<file path="src/rtl/updown10_ctrl.sv">
`default_nettype none
// ============================================================================
// Module   : updown10_ctrl
// Purpose  : Prescaled run controller for a 0-9 up/down counter (EN/DEC).
//            Define UPDOWN10_CTRL_SYNC_EN to synchronise and edge-detect
//            the START/STOP inputs.
// Revision : 1.0 - initial release
// ============================================================================
module updown10_ctrl #(
  parameter int SEC1_MAX = 50_000_000
) (
  input  logic       CLK,
  input  logic       RESET,
  input  logic       START,
  input  logic       STOP,
  input  logic [1:0] MODE,
  input  logic       DIR,
  input  logic [3:0] COUNT,
  output logic       EN,
  output logic       DEC,
  output logic       BUSY,
  output logic       DONE,
  output logic [1:0] STATE
);

  localparam int             c_PW       = (SEC1_MAX > 1) ? $clog2(SEC1_MAX) : 1;
  localparam logic [c_PW-1:0] c_PRE_LAST = c_PW'(SEC1_MAX - 1);

  localparam logic [1:0] c_IDLE  = 2'b00;
  localparam logic [1:0] c_RUN   = 2'b01;
  localparam logic [1:0] c_PAUSE = 2'b10;
  localparam logic [1:0] c_FIN   = 2'b11;

  localparam logic [1:0] c_M_UP     = 2'b00;
  localparam logic [1:0] c_M_DOWN   = 2'b01;
  localparam logic [1:0] c_M_BOUNCE = 2'b10;

  logic w_start;
  logic w_stop;

`ifdef UPDOWN10_CTRL_SYNC_EN
  // Two sync flops, one history flop, then a registered rising-edge pulse.
  logic [2:0] r_start_sh;
  logic [2:0] r_stop_sh;
  logic       r_start_req;
  logic       r_stop_req;

  always_ff @(posedge CLK or posedge RESET) begin
    if (RESET) begin
      r_start_sh  <= 3'b000;
      r_stop_sh   <= 3'b000;
      r_start_req <= 1'b0;
      r_stop_req  <= 1'b0;
    end else begin
      r_start_sh  <= {r_start_sh[1:0], START};
      r_stop_sh   <= {r_stop_sh[1:0], STOP};
      r_start_req <= r_start_sh[1] & ~r_start_sh[2];
      r_stop_req  <= r_stop_sh[1] & ~r_stop_sh[2];
    end
  end

  assign w_start = r_start_req;
  assign w_stop  = r_stop_req;
`else
  assign w_start = START;
  assign w_stop  = STOP;
`endif

  logic [1:0]      r_state;
  logic [c_PW-1:0] r_pre;
  logic [1:0]      r_mode;
  logic            r_dir;
  logic            r_en;

  logic w_tick;
  logic w_at9;
  logic w_at0;

  assign w_tick = (r_pre == c_PRE_LAST);
  assign w_at9  = (COUNT == 4'd9);
  assign w_at0  = (COUNT == 4'd0);

  always_ff @(posedge CLK or posedge RESET) begin
    if (RESET) begin
      r_state <= c_IDLE;
      r_pre   <= '0;
      r_mode  <= 2'b00;
      r_dir   <= 1'b0;
      r_en    <= 1'b0;
    end else begin
      r_en <= 1'b0;
      case (r_state)
        c_IDLE: begin
          if (w_start && !w_stop) begin
            r_state <= c_RUN;
            r_pre   <= '0;
            r_mode  <= MODE;
            r_dir   <= (MODE == c_M_UP) ? 1'b0 : ((MODE == c_M_DOWN) ? 1'b1 : DIR);
          end
        end
        c_RUN: begin
          if (w_stop) begin
            r_state <= c_PAUSE;
          end else if (!w_tick) begin
            r_pre <= r_pre + 1'b1;
          end else begin
            r_pre <= '0;
            case (r_mode)
              c_M_UP: begin
                if (w_at9) r_state <= c_FIN;
                else       r_en    <= 1'b1;
              end
              c_M_DOWN: begin
                if (w_at0) r_state <= c_FIN;
                else       r_en    <= 1'b1;
              end
              c_M_BOUNCE: begin
                // The flip and the EN leaving the boundary share one edge.
                r_en <= 1'b1;
                if (!r_dir && w_at9)     r_dir <= 1'b1;
                else if (r_dir && w_at0) r_dir <= 1'b0;
              end
              default: r_en <= 1'b1;
            endcase
          end
        end
        c_PAUSE: begin
          if (w_stop)       r_state <= c_IDLE;
          else if (w_start) r_state <= c_RUN;
        end
        default: r_state <= c_IDLE;
      endcase
    end
  end

  assign EN    = r_en;
  assign DEC   = r_dir;
  assign STATE = r_state;
  assign BUSY  = (r_state == c_RUN) || (r_state == c_PAUSE);
  assign DONE  = (r_state == c_FIN);

endmodule
`default_nettype wire

</file>
<file path="config.mk">
export PLATFORM = sky130hd
export DESIGN_NAME = updown10_ctrl
export DESIGN_NICKNAME = d
export VERILOG_FILES = /design/src/rtl/updown10_ctrl.sv
export SDC_FILE = /design/constraint.sdc
export NUM_CORES = 1
export LEC_CHECK = 0
export ABC_AREA = 1
export BUFFER_PORTS_ARGS = -buffer_cell sky130_fd_sc_hd__buf_4
export CAP_MARGIN = 25
export CORE_MARGIN = 3
export CORE_UTILIZATION = 54
export CTS_CLUSTER_SIZE = 12
export DETAILED_ROUTE_END_ITERATION = 10
export PLACE_DENSITY = 0.81
export SLEW_MARGIN = 5
export SYNTH_ARGS = -nofsm -noshare
export SYNTH_HDL_FRONTEND = slang
export SYNTH_SLANG_ARGS = --single-unit
</file>
<file path="constraint.sdc">
create_clock -name CLK -period 1.7 [get_ports CLK]
set_clock_uncertainty 0.15 [all_clocks]
set_input_delay 0.085 -clock CLK [delete_from_list [all_inputs] [get_ports CLK]]
set_output_delay 0.085 -clock CLK [all_outputs]
set_load 0.05 [all_outputs]
</file>
======== Word level (Yosys, flattened, before mapping) ========
Cells that the tools add are included.
storage, ports and cells
  ROM bits ................................ 0
  latch bits .............................. 0
  bits in writable memories ............... 0
  memories kept ........................... 0
  flip-flop bits (word level) ............. 32
operators by class
  add/subtract/negate cells ............... 1
  multiply operators ...................... 0
  order comparisons ....................... 0
  bitwise operators ....................... 0
  div/mod/pow operators ................... 0
  reduce and logical (&&, ||, !) cells .... 15
  muxes and demuxes ....................... 28
  shifts and indexed selects .............. 0
  equality and inequality tests ........... 18
operator list
  kind                                                                     count
  26-bit 2-to-1 mux                                                        3
  26-bit one-hot mux with 2 select lines                                   1
  26-bit by 1-bit adder with 26-bit output, second input constant          1
  26-bit == test, second input constant                                    1
  2-bit 2-to-1 mux                                                         7
  1-bit 2-to-1 mux                                                         13
  6-bit AND reduction                                                      2
  3-bit inequality test, second input constant                             3
  4-bit inequality test, second input constant                             2
  2-bit by 1-bit == test with 1-bit output, second input constant          3
  2-bit == test, second input constant                                     3
  2-bit logical NOT                                                        3
  2-bit inequality test, second input constant                             3
  2-bit one-hot mux with 3 select lines                                    1
  4-bit == test, second input constant                                     1
  4-bit logical NOT                                                        1
  4-bit by 2-bit inequality test with 1-bit output, second input constant  1
  1-bit one-hot mux with 2 select lines                                    2
  2-bit one-hot mux with 2 select lines                                    1
  1-bit logical AND                                                        3
  3-bit AND reduction                                                      1
  1-bit logical NOT                                                        2
  2-bit by 1-bit inequality test with 1-bit output, second input constant  1
  2-bit AND reduction                                                      1
  other kinds (2)                                                          2

======== Longest topological paths before layout ========
Gate-level depths: netlist (run 1).
  word-level depth ........................ 8
  depth in mapped cells ................... 12
  gate-level depth less buffers ........... 11

======== Worst setup path before layout (run 1) ========
OpenSTA, ideal clock, no wires.
  path type ............................... reg2reg
  start point ............................. register r_state[1] (netlist: STATE[1])
  end point ............................... register r_pre[15]
  library setup time ...................... 123 ps
  period minus slack after synthesis ...... 2146 ps
  path slack .............................. -446 ps
  arrival time ............................ 1874 ps
  cell stages (with the launch flop) ...... 11
  cells stage by stage .................... dfrtp_1 > inv_1 > ha_1 > buf_4 > nand2_1 > nand2_2 > nand2_4 > inv_2 > buf_4 > a31oi_1 > a21oi_1
on the way
  longest elaborated chain between the ends .. 3
  elaborated cells on any way between the ends .. 7
ends and longest elaborated chain
  element                                                                        RTL line  text
  from (decl)                                                                    69        logic [1:0] r_state;
  from (signal assigned)                                                         85        r_state <= c_IDLE;
  from (signal assigned)                                                         95        r_state <= c_RUN;
  from (signal assigned)                                                         103       r_state <= c_PAUSE;
  2-bit by 1-bit == test with 1-bit output or 2-bit logical NOT (tied branches)  92        case (r_state)
  2-bit inequality test (no source line) or 2-bit nonzero test (tied branches)   n/a
  3-bit AND reduction (no source line)                                           n/a
  to (signal assigned)                                                           105       r_pre <= r_pre + 1'b1;
  to (decl)                                                                      70        logic [c_PW-1:0] r_pre;
Several ways; a longest one is shown, not always the timed one.
A chain may end at the register's enable or synchronous reset.

======== Final worst setup path (run 1) ========
  start point ............................. register r_state[0] (netlist: STATE[0])
  end point ............................... register r_dir (netlist: DEC)
on the way
  longest elaborated chain between the ends .. 3
  elaborated cells on any way between the ends .. 10
ends and longest elaborated chain
  element                                                                        RTL line  text
  2-bit by 1-bit == test with 1-bit output or 2-bit logical NOT (tied branches)  92
  3-bit inequality test (no source line) (tied with other cells)                 n/a
  6-bit AND reduction (no source line)                                           n/a
  to (signal assigned)                                                           98        r_dir <= (MODE == c_M_UP) ? 1'b0 : ((MODE == c_M_DOWN) ? 1'b1 : DIR);
  to (decl)                                                                      72        logic r_dir;
Several ways; a longest one is shown, not always the timed one.

==> summary.md, run 1 <==
| Metric | Value |
|---|---|
| GP Congestion | 0.9312 |
| Die Ht | 70.39 um |
| Top_reg_cell synth | dfrtp_1 |
| Worst-Margin Slew | 422.2 ps |
| Dpl cells | 413 |
| Multi-input gate area | approximately 1400 um^2 |
| Via count | 2417 |
| Net Count, Synth | 341 |
| Post-layout min period | 1791 ps |
| Net switching power | 1720 uW |
| Vias in the first global route | 2269 |
| Sw frac | 46.41% |
| Total iterations of the first detailed-routing run | 7 |
| Sequential share of the synthesized area | 35.77% |
| CP Data Required Time | 1740 ps |
| Worst Hold Depth | 3 |
| Most common cell on crit path | nand2_1 |
| CP endpoint kind | flop |
| # port buffers | 16 |
| Static Leak | 0.001469 uW |
| Crit path cell chain | ha_4, buf_4, buf_4, buf_4, o21ai_0, nand2_1, nor2_1, nand2_1, nand2_1, nand2_1 |
| Startpoint Class | flop |
| Drt drc | 0 |
| Routed vias/inst | 5.544 |
| Post-Route WL | 6571 um |
| Worst-case reg-to-reg path depth | 10 |
| IO Pins | 17 |
| Worst skew pair latency | 290 ps |
| Global Route Usage Sum | 25.69% |
| Layout cells sized above 1 | 35.31% |
| DP HPWL | about 4200 um |
| Netlist cell types | 27 |
| Clock share of power | about 17% |
| Cells after Synth | roughly 320 |
| Post-route ant nets | 0 |
| First-pass GRT wire length | 10180 um |
| Syn Area/Cell | slightly below 7 um^2 |
| Largest delay share family, worst path | simple AND/OR/NAND/NOR gates |
| Logic gate share of total power | around three fifths |
| Root buffer cell | clkbuf_8 |
| Hold_ws | 13.79 ps |
| Reg clk slew, reported paths | 70 ps |
| Worst hold start | START |
| Worst R2R Setup Slack | -90 ps |
| Row cnt | 22 |
| EDFF count, synth | 0 |
| Pint | 1986 uW |
| Cell Pwr Density | 1214 nW/um^2 |
| Nets | between 400 and 500 |
| Crit path DAT | 1830 ps |
| Slew HR | 71.85% |
| Sequential power share | between 20% and 30% |
| CP Depth | 10 |
| Tcrit/Tclk final | 105.4% |
| Max Clk Rate | 558.2 MHz |
| Slowest stage delay, CP | 440 ps |
| Critical setup path kind | reg2reg |
| Status | finished, violations left |
| Placement-stage cell area | between 2000 and 3000 um^2 |
| DRT iter0 DRCs | 255 |
| Final worst slack | -91.42 ps |
| Crit Path Max Fanout | 3 |
| CTS Buf Count | 5 |
| Slowest-stage cell, CP | dfrtp_2 |
| Diodes inserted | 0 |
| Initial core utilization | 58.50% |
| YS warnings | 0 |
| Max-slew violation count | 0 |
| Initial antenna violation count | 0 |
| CTS tree | done |
| Buffers plus inverters on the worst setup path | 3 |
| Grt ovf | 0 |
| H-Tree Depth | 2 |
| Hold Path End | r_mode[1] |
| Post-route cell area | 3053 um^2 |
| Post-layout util | 79.79% |
| Routed length per placed instance | 15.07 um |
| Die width | 70.39 um |
| Register Area | roughly 800 um^2 |
| Post-placement setup slack | -58.05 ps |
| DIE AREA | between 4000 and 5000 um^2 |
| Failing checks | setup timing |
| Fraction of registers with async set/reset | 100.0% |
| Fillers | ~230 |
| FF-to-FF End | DEC |
| #FFs+latches synth | 32 |
| Num Clock Sinks | 32 |
| Peak supply drop | between 1.5 and 2 mV |
| Largest net degree at the start of global routing | 33 |
| Post-Syn Area | ~2200 um^2 |
| Class of the tightest hold or removal check | in2reg |
| Final Hold Viols | 0 |
| Setup repair after global routing missed its margin | true |
| Number of max-cap violations | 0 |
| Crit Reg-Reg Startpoint | STATE[0] |
| Final setup viols | 8 |
| Final instance count without filler cells | 436 |
| Core area | about 3800 um^2 |
| P&R area growth vs syn | 36.39% |
| Longest Clk Path Bufs | 2 |
[cell usage after synthesis, types with 4 or more instances]
master | instances | area, um^2
inv_1 | 41 | 153.9
o21ai_0 | 7 | 35.03
xnor2_1 | 6 | 52.55
ha_1 | 6 | 75.07
dfrtp_1 | 32 | 800.8
xor2_1 | 4 | 35.03
nor2_1 | 46 | 172.7
nand2_1 | 99 | 371.6
nand3_1 | 21 | 105.1
nor2_2 | 16 | 100.1
nand4_1 | 14 | 87.58
[how the worst max path moves through the flow]
stage | start | to
after floorplan | STATE[1] | r_pre[9]
after global placement | STATE[0] | r_pre[11]
after detailed placement | STATE[1] | r_pre[5]
after CTS | STATE[1] | r_pre[5]
after global routing | STATE[0] | DEC
final | STATE[0] | DEC
[state kept, by name, indices dropped and copies added, names as in the netlist]
name and cells:
r_pre 26, r_mode 2, EN 1, DEC 1, STATE 2
[worst reg2reg max path, cell delays in order (launching register included)]
cell,delay (ps)
dfrtp_2,440
ha_4,190
buf_4,130
buf_4,120
buf_4,130
o21ai_0,70
nand2_1,90
nor2_1,170
nand2_1,90
nand2_1,70
nand2_1,50
[through the flow]
| step | power [uW] | TNS, ps |
|---|---|---|
| 3_5_place_dp | 2511 | -556.1 |
| 2_1_floorplan | 2107 | -3649 |
| 3_3_place_gp | 2469 | 0 |
| 4_1_cts | 3375 | -19.27 |
| 6_report | 3705 | -281.1 |
| 5_1_grt | 3889 | -2305 |
[final cells by class]
cell class                      instances  share of cell area [%]
Multi-Input combinational cell        245                   47.29
Sequential cell                        32                   26.35
Timing Repair Buffer                   58                   14.75
Inverter                               44                   6.148
Clock buffer                            8                   2.951
Tap cell                               48                   1.967
Timing Repair inverter                  1                  0.5328
[per-layer routing]
metal	global-route usage (%)	vias to the layer above	share of wire [%]
met5	0	-	0
met3	5.755	25	8.7
met4	10.00	0	2.5
li1	-	1141	-
met1	32.07	1115	39
met2	42.83	136	50
[logic make-up after synthesis]
family	after synthesis	share of synthesized area [%]
AND/OR/NAND/NOR	213	43.71
buffers and inverters	48	9.670
flip-flops	32	35.77
AO/OA/AOI/OAI	15	3.577
XOR/XNOR	10	3.913
adder cells (fa/ha/maj)	6	3.354
[power by group through the flow]
| stage | Sequential (uW) | Clock (uW) | Combinational (uW) |
|---|---|---|---|
| 2_1_floorplan | 1040 | 0 | 1060 |
| 3_3_place_gp | 923 | 0 | 1550 |
| 3_5_place_dp | 927 | 0 | 1580 |
| 4_1_cts | 924 | 621 | 1830 |
| 5_1_grt | 941 | 656 | 2290 |
| 6_report | 929 | 616 | 2160 |
[placed cells by master, fill, tap and decap left out, types with 7 or more instances in the layout]
master   netlist  layout
nor2_2        16      21
nand2_2        3      13
nand4_1       14      14
inv_1         41      35
dfrtp_1       32      29
nor2_1        46      36
buf_4          2      53
nand3_1       21      17
nand2_1       99      86
nor2_4         2       7
[repair_timing]
item / in CTS / in global routing
gates resized for setup: 13 / 50
setup buffers: 3 / 7
cloned: 1 / 1
hold buffers: 3 / 0
setup endpoints to repair: 21 / 28
pin swaps: 7 / 24
endpoints found under the hold margin: 34 / 0
(Power assumes the default switching activity.)
==> inputs of run 2 (changes only) <==
--- a/config.mk
+++ b/config.mk
@@ -6,13 +6,14 @@
 export NUM_CORES = 1
 export LEC_CHECK = 0
 export ABC_AREA = 1
+export ABC_CLOCK_PERIOD_IN_PS = 1700
 export BUFFER_PORTS_ARGS = -buffer_cell sky130_fd_sc_hd__buf_4
 export CAP_MARGIN = 25
 export CORE_MARGIN = 3
-export CORE_UTILIZATION = 54
+export CORE_UTILIZATION = 30
 export CTS_CLUSTER_SIZE = 12
 export DETAILED_ROUTE_END_ITERATION = 10
-export PLACE_DENSITY = 0.81
+export PLACE_DENSITY = 0.52
 export SLEW_MARGIN = 5
 export SYNTH_ARGS = -nofsm -noshare
 export SYNTH_HDL_FRONTEND = slang
==> summary.md, run 2 (synthesis results as in run 1) <==
| Metric | Value |
|---|---|
| Initial core utilization | a little under a third |
| Crit path DAT | 1730 ps |
| Dpl cells | around 460 |
| Post-Route WL | ~6000 um |
| Placement-stage cell area | 2689 um^2 |
| Failing checks | setup timing |
| Status | finished, violations left |
| Startpoint Class | flop |
| Worst skew pair latency | ~280 ps |
| Hold_ws | between 30 and 40 ps |
| Reg clk slew, reported paths | ~70 ps |
| Setup repair after global routing missed its margin | true |
| Slowest stage delay, CP | 440 ps |
| Final worst slack | -12.98 ps |
| Total iterations of the first detailed-routing run | 4 |
| Worst R2R Setup Slack | -10 ps |
| Root buffer cell | clkbuf_8 |
| GP Congestion | ~0.87 |
| DIE AREA | 8534 um^2 |
| Crit Path Max Fanout | 6 |
| P&R area growth vs syn | 34.43% |
| Layout cells sized above 1 | 32.12% |
| Initial antenna violation count | 0 |
| # port buffers | 16 |
| Routed length per placed instance | between 10 and 15 um |
| Grt ovf | 0 |
| Final Hold Viols | 0 |
| CTS tree | done |
| Diodes inserted | 0 |
| Worst Hold Depth | 3 |
| Die Ht | 92.38 um |
| Max-slew violation count | 0 |
| Largest net degree at the start of global routing | 33 |
| Slowest-stage cell, CP | dfrtp_2 |
| CTS Buf Count | 5 |
| Row cnt | 30 |
| Worst-case reg-to-reg path depth | 9 |
| Post-layout min period | 1713 ps |
| H-Tree Depth | 2 |
| Core area | 7019 um^2 |
| Longest Clk Path Bufs | 2 |
| Drt drc | 0 |
| DP HPWL | 4492 um |
| Global Route Usage Sum | between 10 and 15% |
| Class of the tightest hold or removal check | in2reg |
| Post-layout util | a little over two fifths |
| Most frequent cells in the layout | nand2_1 (91), buf_4 (54), inv_1 (38), nor2_1 (37), dfrtp_1 (28) |
| Via count | roughly 2200 |
| Vias in the first global route | 2090 |
| Most flops, register | r_pre |
| Worst-Margin Slew | 427.6 ps |
| Most common cell after layout, fill and taps aside | nand2_1 |
| Crit Reg-Reg Startpoint | STATE[0] |
| Number of max-cap violations | 0 |
| Slew HR | a little under three quarters |
| Post-route ant nets | 0 |
| First-pass GRT wire length | 10050 um |
| Worst Setup SP | STATE[0] |
| Routed vias/inst | 4.531 |
| DRT iter0 DRCs | 133 |
| Max Clk Rate | 583.8 MHz |
| Static Leak | 0.001411 uW |
| Worst hold start | START |
| Die width | 92.38 um |
| Final setup viols | 1 |
| Num Clock Sinks | 32 |
| Final instance count without filler cells | 482 |
| Cell Pwr Density | roughly 1100 nW/um^2 |
| Nets | 403 |
| Tcrit/Tclk final | 100.8% |
| Critical setup path kind | reg2reg |
| Peak supply drop | about 1.0 mV |
| Max reg flops | 26 |
| Crit path cell chain | ha_4, inv_2, nand2_2, nand2_4, nand2_8, nor2_4, buf_6, xor2_1, nor2_2 |
| Post-route cell area | 3009 um^2 |
| CP Data Required Time | 1720 ps |
| CP endpoint kind | flop |
| IO Pins | 17 |
| Tot Pwr | ~3400 uW |
-- run 2: layout make-up --
cell class                      instances  area, um^2
Clock buffer                            6       72.57
Clock inverter                          1       5.005
Fill cell                             734        4010
Inverter                               44       180.2
Multi-Input combinational cell        245        1379
Sequential cell                        32       805.8
Tap cell                               96       120.1
Timing Repair Buffer                   58       446.7
-- run 2: per-layer routing --
| layer | up-vias | track usage (%) | part of all wire [%] |
|---|---|---|---|
| li1 | 1137 | - | - |
| met1 | 1005 | 19.62 | 47 |
| met2 | 38 | 24.83 | 49 |
| met3 | 4 | 2.681 | 3.6 |
| met4 | 0 | 3.342 | 0.65 |
| met5 | - | 0 | 0 |
-- run 2: timing repair --
| item | 4_1_cts | 5_1_grt |
|---|---|---|
| setup buffers | 1 | 6 |
| gates resized for setup | 6 | 36 |
| hold buffers | 3 | 0 |
| endpoints found under the setup margin | 18 | 29 |
| endpoints found under the hold margin | 34 | 0 |
| pin swaps | 0 | 19 |
| gates cloned | 0 | 1 |
-- run 2: power breakdown --
group          switching, uW  internal, uW
sequential              74.8           851
clock                    274           278
combinational           1200           711
-- run 2: path summary, 6_finish.rpt --
check	endpoint
worst max-delay path	r_pre[6]
worst min-delay path	r_mode[1]
worst max register to register	r_pre[6]
worst min register to register	r_mode[1]
max in group asynchronous	STATE[0]
min in group asynchronous	r_pre[25]
-- run 2: critical path: cells and delay by family, from the launching register on --
kind / cells / cell delay, ps
xor+xnor: 1 / 160
fa+ha+maj: 1 / 190
buf+inv: 2 / 170
flops: 1 / 440
simple gates: 5 / 500
-- run 2: metrics by stage --
stage,setup TNS [ps],setup slack [ps]
CTS,-153.2,-30.26
floorplan,-3649,-189.2
detailed placement,-692.1,-66.53
global placement,-166.6,-20.95
finish,-12.98,-12.98
global route,-1697,-101.2
==> inputs of run 3 (changes only) <==
--- a/config.mk
+++ b/config.mk
@@ -5,7 +5,6 @@
 export SDC_FILE = /design/constraint.sdc
 export NUM_CORES = 1
 export LEC_CHECK = 0
-export ABC_AREA = 1
 export ABC_CLOCK_PERIOD_IN_PS = 1700
 export BUFFER_PORTS_ARGS = -buffer_cell sky130_fd_sc_hd__buf_4
 export CAP_MARGIN = 25
==> summary.md, run 3 <==
| Metric | Value |
|---|---|
| Status | finished, violations left |
| Failing checks | setup timing |
| Slew HR | around 64% |
| Setup repair after global routing missed its margin | true |
| Worst hold start | STOP |
| YS warnings | 0 |
| Drt drc | 0 |
| Tcrit/Tclk final | 133.8% |
| Most numerous cell in the Yosys netlist | dfrtp_1 |
| Most common cell after layout, fill and taps aside | buf_4 |
| Crit path DAT | 2300 ps |
| Net Count, Synth | 232 |
| Worst-case reg-to-reg path depth | 7 |
| Total iterations of the first detailed-routing run | 4 |
| Die width | 86.48 um |
| Max Clk Rate | 439.6 MHz |
| Fraction of registers with async set/reset | between 90% and 100% |
| P&R area growth vs syn | 59.69% |
| Final worst slack | -574.7 ps |
| Top_reg_cell synth | dfrtp_1 |
| Layout cells sized above 1 | 44.01% |
| Worst Setup EP | r_pre[12] |
| Final Hold Viols | 0 |
| Largest net degree at the start of global routing | 26 |
| CP endpoint kind | flop |
| Metal3 WL | between 150 and 200 um |
| Initial antenna violation count | 0 |
| H-Tree Depth | 2 |
| Post-layout min period | 2275 ps |
| Routed vias/inst | 5.010 |
| Most frequent cells after synthesis | dfrtp_1 (32), nor2_1 (24), nand2_1 (16) |
| Routed length per placed instance | 14.30 um |
| Die Ht | 86.48 um |
| CP Data Required Time | 1730 ps |
| Post-Route WL | 5492 um |
| CTS tree | done |
| Global Route Usage Sum | around 16% |
| Share of Yosys cell area claimed by the top area cell type | about two fifths |
| Sequential share of the synthesized area | 41.21% |
| Worst skew pair latency | 280 ps |
| First-pass GRT wire length | 9349 um |
| Max-slew violation count | 0 |
| Class of the tightest hold or removal check | in2reg |
| FF-to-FF End | r_pre[12] |
| Most flops, register | r_pre |
| DIE AREA | 7479 um^2 |
| IO Pins | 17 |
| Static Leak | 0.001360 uW |
| Met2 routed WL | 2670 um |
| #FFs+latches synth | 32 |
| Worst Setup SP | r_pre[8] |
| Post-route cell area | 3103 um^2 |
| Num Clock Sinks | 32 |
| Reg clk slew, reported paths | 70 ps |
| Worst-Margin Slew | 538.4 ps |
| M1 wire length | about 2600 um |
| Critical setup path kind | reg2reg |
| Dpl cells | 366 |
| DRT iter0 DRCs | 86 |
| Crit Reg-Reg Startpoint | r_pre[8] |
| Post-layout util | 50.90% |
| Max reg flops | 26 |
| Startpoint Class | flop |
| Post-placement setup slack | -542.3 ps |
| Tot Pwr | 3598 uW |
| EDFF count, synth | 0 |
| Final setup viols | 30 |
| Row cnt | 28 |
| DP HPWL | 3871 um |
| GP Congestion | 0.7796 |
| Vias in the first global route | 1957 |
| Cell Pwr Density | 1159 nW/um^2 |
| Nets | ~330 |
| Cells after Synth | 215 |
| Most frequent cells in the layout | buf_4 (81), dfrtp_1 (30), nor2_1 (19), nand2_1 (16) |
| Peak supply drop | 0.5640 mV |
| Crit path cell chain | or4b_4, nand4b_1, o41a_1, buf_6, nor2_4, clkbuf_16, nor2_1 |
| Slowest stage delay, CP | about 540 ps |
| Slowest-stage cell, CP | or4b_4 |
| Via count | between 1500 and 2000 |
| CTS Buf Count | 5 |
| Worst R2R Setup Slack | -570 ps |
| Grt ovf | 0 |
| Placement-stage cell area | 2716 um^2 |
| Root buffer cell | clkbuf_8 |
| Longest Clk Path Bufs | 2 |
| Post-Syn Area | 1943 um^2 |
| # port buffers | 16 |
| Core area | 6096 um^2 |
| Netlist cell types | 52 |
| Number of max-cap violations | 0 |
| Crit Path Max Fanout | 5 |
| Top cells by area, synth | dfrtp_1 (41%), a31oi_1 (4.8%), nor2_1 (4.6%), ha_1 (3.9%), nand3_1 (3.6%) |
| Post-route ant nets | 0 |
| Final instance count without filler cells | ~380 |
| Syn Area/Cell | 9.038 um^2 |
| Post-synth top area cell | dfrtp_1 |
| Initial core utilization | about a third |
| Top layer in use | met4 |
| Diodes inserted | 0 |
run 3: cell types whose count changed in the layout (fill, tap and decap cells not counted), sizes merged, moves of 5 or more:
cell   change
a31oi     +13
buf       +35
inv       -30
nand2     -90
nand3      -7
nand4      -5
nor2      -39
o21ai      -5
run 3: logic make-up after synthesis:
logic type | after synthesis | share of synthesized area [%]
and+or+nand+nor | 101 | 29.49
AOI/OAI and AO/OA | 41 | 14.23
DFF | 32 | 41.21
buffers and inverters | 21 | 4.507
xor gates and xnor gates | 10 | 4.507
adders and majority gates | 6 | 3.863
muxes | 4 | 2.189
run 3: what timing repair did:
item / in CTS / in global routing
endpoints found under the setup margin: 30 / 30
pin swaps: 5 / 10
hold buffers: 3 / 0
resized for setup: 9 / 22
buffers inserted: 6 / 1
cloned: 2 / 0
hold endpoints to repair: 34 / 0
run 3: per-layer routing:
| metal | vias up | track usage, % |
|---|---|---|
| met5 | - | 0 |
| met4 | 0 | 3.683 |
| met3 | 8 | 3.517 |
| met2 | 26 | 25.94 |
| met1 | 919 | 20.77 |
| li1 | 971 | - |
run 3: power by group:
group          switching (uW)  leakage (uW)  internal [uW]  total [uW]
sequential               75.9      0.000435            854         930
clock                     287     0.0000503            361         647
combinational            1080      0.000875            942        2020
total                    1440       0.00136           2160        3600
run 3: worst max-delay path: cells and delay by family, from the launching register on:
family | cells | cell delay (ps)
flops | 1 | 390
buf+inv | 2 | 340
compound gates | 1 | 360
simple gates | 4 | 940
run 3: through the flow:
step | hold WS (ps) | TNS [ps]
finish | 34.00 | -15940
CTS | 31.11 | -14270
floorplan | 51.06 | -11830
global route | 45.46 | -18570
global placement | -60.08 | -13950
detailed placement | -58.77 | -14910
run 3: final cells by class:
class / count / area (um^2)
Clock buffer: 7 / 96.34
Sequential cell: 32 / 803.3
Inverter: 14 / 52.55
Tap cell: 75 / 93.84
Timing Repair Buffer: 94 / 803.3
Fill cell: 582 / 2993
Multi-Input combinational cell: 162 / 1254
run 3: how the worst min path moves through the flow:
stage	to	depth (start not counted)
floorplan	DEC	1
finish	STATE[0]	3
global route	STATE[0]	3
global placement	r_pre[23]	2
CTS	STATE[0]	4
detailed placement	r_pre[23]	2
